[src/rtl/extend_unit_if.sv]
// ---------------------------------------------------------------------------
// extend_unit_if
//
// Bundles the request/response signals of the RV32 immediate extend unit so
// the unit and whatever feeds it can be connected through a single port.
//
// Signals:
//   instruction [31:7]  instruction word without the opcode field, bit
//                       numbering kept identical to the full RV32 word
//   ImmSrc      [1:0]   immediate format select: 00=I, 01=S, 10=B, 11=J
//   valid_in            instruction/ImmSrc pair is valid this cycle
//   ImmExt      [31:0]  registered, sign-extended immediate
//   valid_out           ImmExt holds a result computed from a valid input
//
// Modports:
//   master  drives the request side and observes the result (decoder side)
//   slave   the extend unit itself
// ---------------------------------------------------------------------------
interface extend_unit_if;

  logic [31:7] instruction;
  logic [1:0]  ImmSrc;
  logic        valid_in;
  logic [31:0] ImmExt;
  logic        valid_out;

  modport master (
    output instruction,
    output ImmSrc,
    output valid_in,
    input  ImmExt,
    input  valid_out
  );

  modport slave (
    input  instruction,
    input  ImmSrc,
    input  valid_in,
    output ImmExt,
    output valid_out
  );

endinterface

[src/rtl/extend_unit.sv]
// ---------------------------------------------------------------------------
// extend_unit
//
// RV32 immediate generator with a single register stage. Each cycle the
// immediate for the selected format (I, S, B or J) is assembled from the
// instruction fields and sign-extended from instruction[31]. On a clock edge
// with valid_in high the result is captured into ImmExt and valid_out is
// raised; with valid_in low ImmExt keeps its last value and valid_out drops.
// There is no backpressure: back-to-back valid inputs give back-to-back
// results with exactly one clock of latency.
//
// Ports:
//   clk    rising-edge clock for all state
//   rst_n  asynchronous active-low reset; clears ImmExt and valid_out
//   bus    extend_unit_if.slave carrying instruction, ImmSrc, valid_in
//          (inputs) and ImmExt, valid_out (outputs)
// ---------------------------------------------------------------------------
module extend_unit (
  input  logic          clk,
  input  logic          rst_n,
  extend_unit_if.slave  bus
);

  typedef enum logic [1:0] {
    IMM_I = 2'b00,
    IMM_S = 2'b01,
    IMM_B = 2'b10,
    IMM_J = 2'b11
  } imm_fmt_e;

  logic        sign_bit;
  logic [31:0] imm_i;
  logic [31:0] imm_s;
  logic [31:0] imm_b;
  logic [31:0] imm_j;
  logic [31:0] imm_sel;
  imm_fmt_e    imm_fmt;

  logic [31:0] imm_ext_d;
  logic [31:0] imm_ext_q;
  logic        valid_out_d;
  logic        valid_out_q;

  // Every format takes its sign from instruction[31], so the sign bit is
  // shared across all four assemblies below.
  assign sign_bit = bus.instruction[31];
  assign imm_fmt  = imm_fmt_e'(bus.ImmSrc);

  // Field assembly for each format. B and J immediates are halfword offsets,
  // so their bit 0 is hard-wired to zero. Bits a format does not use simply
  // never appear in its concatenation.
  always_comb begin
    imm_i = {{20{sign_bit}}, bus.instruction[31:20]};
    imm_s = {{20{sign_bit}}, bus.instruction[31:25], bus.instruction[11:7]};
    imm_b = {{20{sign_bit}}, bus.instruction[7], bus.instruction[30:25],
             bus.instruction[11:8], 1'b0};
    imm_j = {{12{sign_bit}}, bus.instruction[19:12], bus.instruction[20],
             bus.instruction[30:21], 1'b0};
  end

  // Format select. All four codes are meaningful; the default arm only exists
  // so the decode stays fully specified.
  always_comb begin
    imm_sel = imm_i;
    unique case (imm_fmt)
      IMM_I:   imm_sel = imm_i;
      IMM_S:   imm_sel = imm_s;
      IMM_B:   imm_sel = imm_b;
      IMM_J:   imm_sel = imm_j;
      default: imm_sel = imm_i;
    endcase
  end

  // Next-state: load on valid, otherwise hold the last result. valid_out just
  // tracks whether the edge that produced the current ImmExt saw valid_in.
  always_comb begin
    imm_ext_d   = imm_ext_q;
    valid_out_d = bus.valid_in;
    if (bus.valid_in) begin
      imm_ext_d = imm_sel;
    end
  end

  // Output register. Reset is asynchronous so a result in flight is dropped
  // the moment rst_n falls, without waiting for a clock edge.
  always_ff @(posedge clk or negedge rst_n) begin
    if (!rst_n) begin
      imm_ext_q   <= 32'h0000_0000;
      valid_out_q <= 1'b0;
    end else begin
      imm_ext_q   <= imm_ext_d;
      valid_out_q <= valid_out_d;
    end
  end

  assign bus.ImmExt    = imm_ext_q;
  assign bus.valid_out = valid_out_q;

endmodule

[src/flat_wrapper.sv]
// flat-port wrapper written by rule: the top's interface ports become plain ports
module extend_unit_flat 
  (clk, rst_n, bus_instruction, bus_ImmSrc, bus_valid_in, bus_ImmExt, bus_valid_out);
  extend_unit_if bus_i ();
  input  logic clk;
  input  logic rst_n;
  input wire logic [$bits(bus_i.instruction)-1:0] bus_instruction;
  input wire logic [$bits(bus_i.ImmSrc)-1:0] bus_ImmSrc;
  input wire logic [$bits(bus_i.valid_in)-1:0] bus_valid_in;
  output wire logic [$bits(bus_i.ImmExt)-1:0] bus_ImmExt;
  output wire logic [$bits(bus_i.valid_out)-1:0] bus_valid_out;
  assign bus_i.instruction = bus_instruction;
  assign bus_i.ImmSrc = bus_ImmSrc;
  assign bus_i.valid_in = bus_valid_in;
  assign bus_ImmExt = bus_i.ImmExt;
  assign bus_valid_out = bus_i.valid_out;
  extend_unit u_core (.clk(clk), .rst_n(rst_n), .bus(bus_i));
endmodule
[config.mk]
export PLATFORM = sky130hd
export DESIGN_NAME = extend_unit_flat
export DESIGN_NICKNAME = d
export VERILOG_FILES = /design/src/rtl/extend_unit_if.sv /design/src/rtl/extend_unit.sv /design/src/flat_wrapper.sv
export SDC_FILE = /design/constraint.sdc
export NUM_CORES = 1
export LEC_CHECK = 0
export CORE_ASPECT_RATIO = 0.5
export CORE_MARGIN = 4
export CORE_UTILIZATION = 30
export CTS_CLUSTER_DIAMETER = 80
export DETAILED_ROUTE_END_ITERATION = 8
export HOLD_SLACK_MARGIN = 0.03
export PLACE_DENSITY_LB_ADDON = 0.2
export SYNTH_ARGS = -nofsm -noshare
export SYNTH_HDL_FRONTEND = slang
export SYNTH_SLANG_ARGS = --single-unit
[constraint.sdc]
create_clock -name clk -period 1.2 [get_ports clk]
set_input_delay 0.12 -clock clk [delete_from_list [all_inputs] [get_ports clk]]
set_output_delay 0.12 -clock clk [all_outputs]
set_load 0.005 [all_outputs]
==> metrics.txt <==
die height=49.2 um; layout cells sized above 1=19.0%; row count=14; # DRC=0; Inst Count DP=186; largest net degree at the start of global routing=25; total track usage=11.1%; PnR Total Power=1.87 mW; Critical Path End Type=primary output; Placer Congestion=0.678; total leakage power=0.772 nW; # port buffers=62; via count=847; clk_lat worst skew=0.26 ns; Peak VDD IR=0.624 mV; Area growth, synth to finish=68.4%; fin nets=184; CTS tree=done; unrepaired setup endpoints after global routing=true; Longest Clk Path Bufs=2; WL per Instance=12.4 um; Crit Path Class=reg2out; GRT overflow=0; # fillers=301; complex-gate fraction of the synthesized area=12.4%; number of global-route vias before repair=834; Pre-antenna DRT Iters=4; syn_area_per_cell=11.2 sq um; final WL=2400 um; ranking of synthesized cells by area=dfrtp_1 54%, mux2_2 10%, buf_4 8.1%; Final ANT Viol Nets=0; first-pass GRT wire length=3920 um; Synth area leader=dfrtp_1; Num CTS Buffers=3; post-route insts no fill=193; vias per cell=4.39; die area=4440 sq um; largest family of logic cells by synthesized area=multiplexers; Final Skew=0 ns; Final Core Density=54.9%; placed wire-length estimate=1870 um; Final Worst Setup Slack=0.0110 ns; Pwr Density=1090 nW/um^2; synthesized flop and latch total=22; Cell variety after synth=11; final hold violation count=0; mux share of post-synthesis cell area=15.9%; Mapped Cells=91; Reg clk slew, reported paths=0.08 ns; Place WS=-0.247 ns; Synth Area in Simple Gates=5.17%; Synth Cell Area=1020 sq um; CTS sink cnt=22; Worst Setup Start Kind=register; Yosys warnings=0; wire length on met3=158 um; die width=90.4 um; Achievable Freq=841 MHz; Hold WC Path Type=in2async; Seq/Total Area, Yosys=54.1%; I/O pin cnt=63; antenna cells=0; DR top layer=met4; Starting Density=32.6%; syn_nets=121; max-cap violations=0; Setup-failing EPs final=0; Final period util=99.1%; DRT met1 WL=1020 um; maximum fanout along the worst path=7; share of the synthesized area in the top cell type=54.1%; Least-Margin Pin Slew=0.279 ns; Arrival @ worst endpoint=1.07 ns; 1st-iter DRT viols=9; Critical Path RT=1.08 ns; # H-tree levels=1; initial antenna violation count=0; Hold Buf Count CTS=0; max-slew violation count=0; Worst slew margin=81.4%; met2 WL=1200 um; Core ar.=3120 sq um; XOR/XNOR Fraction of Synth Area=1.60%; Synth Area in Adders=0%; Root Driver=clkbuf_8; status=finished, final reports clean; Final Critical Period=1.19 ns
## layout by cell type (no fill, tap or decap), drive strengths merged
cell	n
a21boi	1
a31oi	8
buf	13
xor2	1
dlymetal6s2s	1
dfrtp	22
mux2	9
mux2i	6
a21oi	13
clkdlybuf4s50	28
clkdlybuf4s15	6
nor2	14
clkbuf	4
dlygate4sd2	27
## area by class of cell
type	count	area, sq um	area share, %
repair buffers	75	699	40.8
multi-input cells	52	357	20.8
flip-flops and latches	22	552	32.2
clock buffers	4	55.1	3.21
well taps	40	50.0	2.92
## worst max-delay path, stage by stage, from the launching register on
cell and delay, ns:
dfrtp_2 0.40, buf_4 0.15, dlygate4sd2_1 0.26
## through the flow
step                setup TNS [ns]  hold WS, ns  instance area, sq um
floorplan                        0       -0.176                  1020
global placement             -2.76        0.490                  1670
detailed placement           -3.27        0.497                  1670
CTS                       -0.00752        0.211                  1710
global route                -0.193        0.224                  1710
finish                           0        0.202                  1710
## power breakdown
group	total, mW	internal [mW]	switching, mW
Combinational	0.487	0.308	0.179
Clock	0.524	0.292	0.232
Sequential	0.856	0.820	0.0362
Total	1.87	1.42	0.447
## sequential cells by signal (all words and copies together) (netlist names)
signal	cells
u_core.bus.ImmExt	21
u_core.bus.valid_out	1
## final timing paths
path                                                endpoint  depth (start not counted)                              start  slack [ns]
max                                           bus_ImmExt[29]                          2  u_core.bus.ImmExt[30]$_DFFE_PN0P_        0.01
min in group clk           u_core.bus.ImmExt[11]$_DFFE_PN0P_                          4                      bus_ImmSrc[0]        0.45
max in group asynchronous  u_core.bus.ImmExt[30]$_DFFE_PN0P_                          2                              rst_n        0.76
max reg2reg                u_core.bus.ImmExt[30]$_DFFE_PN0P_                          2  u_core.bus.ImmExt[30]$_DFFE_PN0P_        0.29
min                         u_core.bus.ImmExt[7]$_DFFE_PN0P_                          2                              rst_n        0.20
min reg2reg                 u_core.bus.ImmExt[9]$_DFFE_PN0P_                          1   u_core.bus.ImmExt[9]$_DFFE_PN0P_        0.50
## Yosys cell counts
cell and count:
buf_2 4, mux2i_1 6, a21oi_1 13, buf_4 11, nor2_1 14, a21boi_2 1
xor2_2 1, dfrtp_1 22, a31oi_1 8, mux2_2 9, clkbuf_1 2
## kinds of logic (layout without fill, tap and decap cells)
| logic type | after synthesis | count (layout) |
|---|---|---|
| simple gates | 14 | 14 |
| buf+inv | 17 | 79 |
| compound gates | 22 | 22 |
| mux | 15 | 15 |
| flops | 22 | 22 |
| xor+xnor | 1 | 1 |
## timing repair
item,4_1_cts,5_1_grt
setup endpoints to repair,33,9
setup buffers,3,0
gates resized for setup,40,2
pin swaps,0,0
## metal layers
metal,up-vias,global-route usage [%]
met5,-,0
met3,2,5.24
met2,26,19.7
met4,0,3.05
li1,429,-
met1,390,12.1
Power figures use the tool's default switching activity.
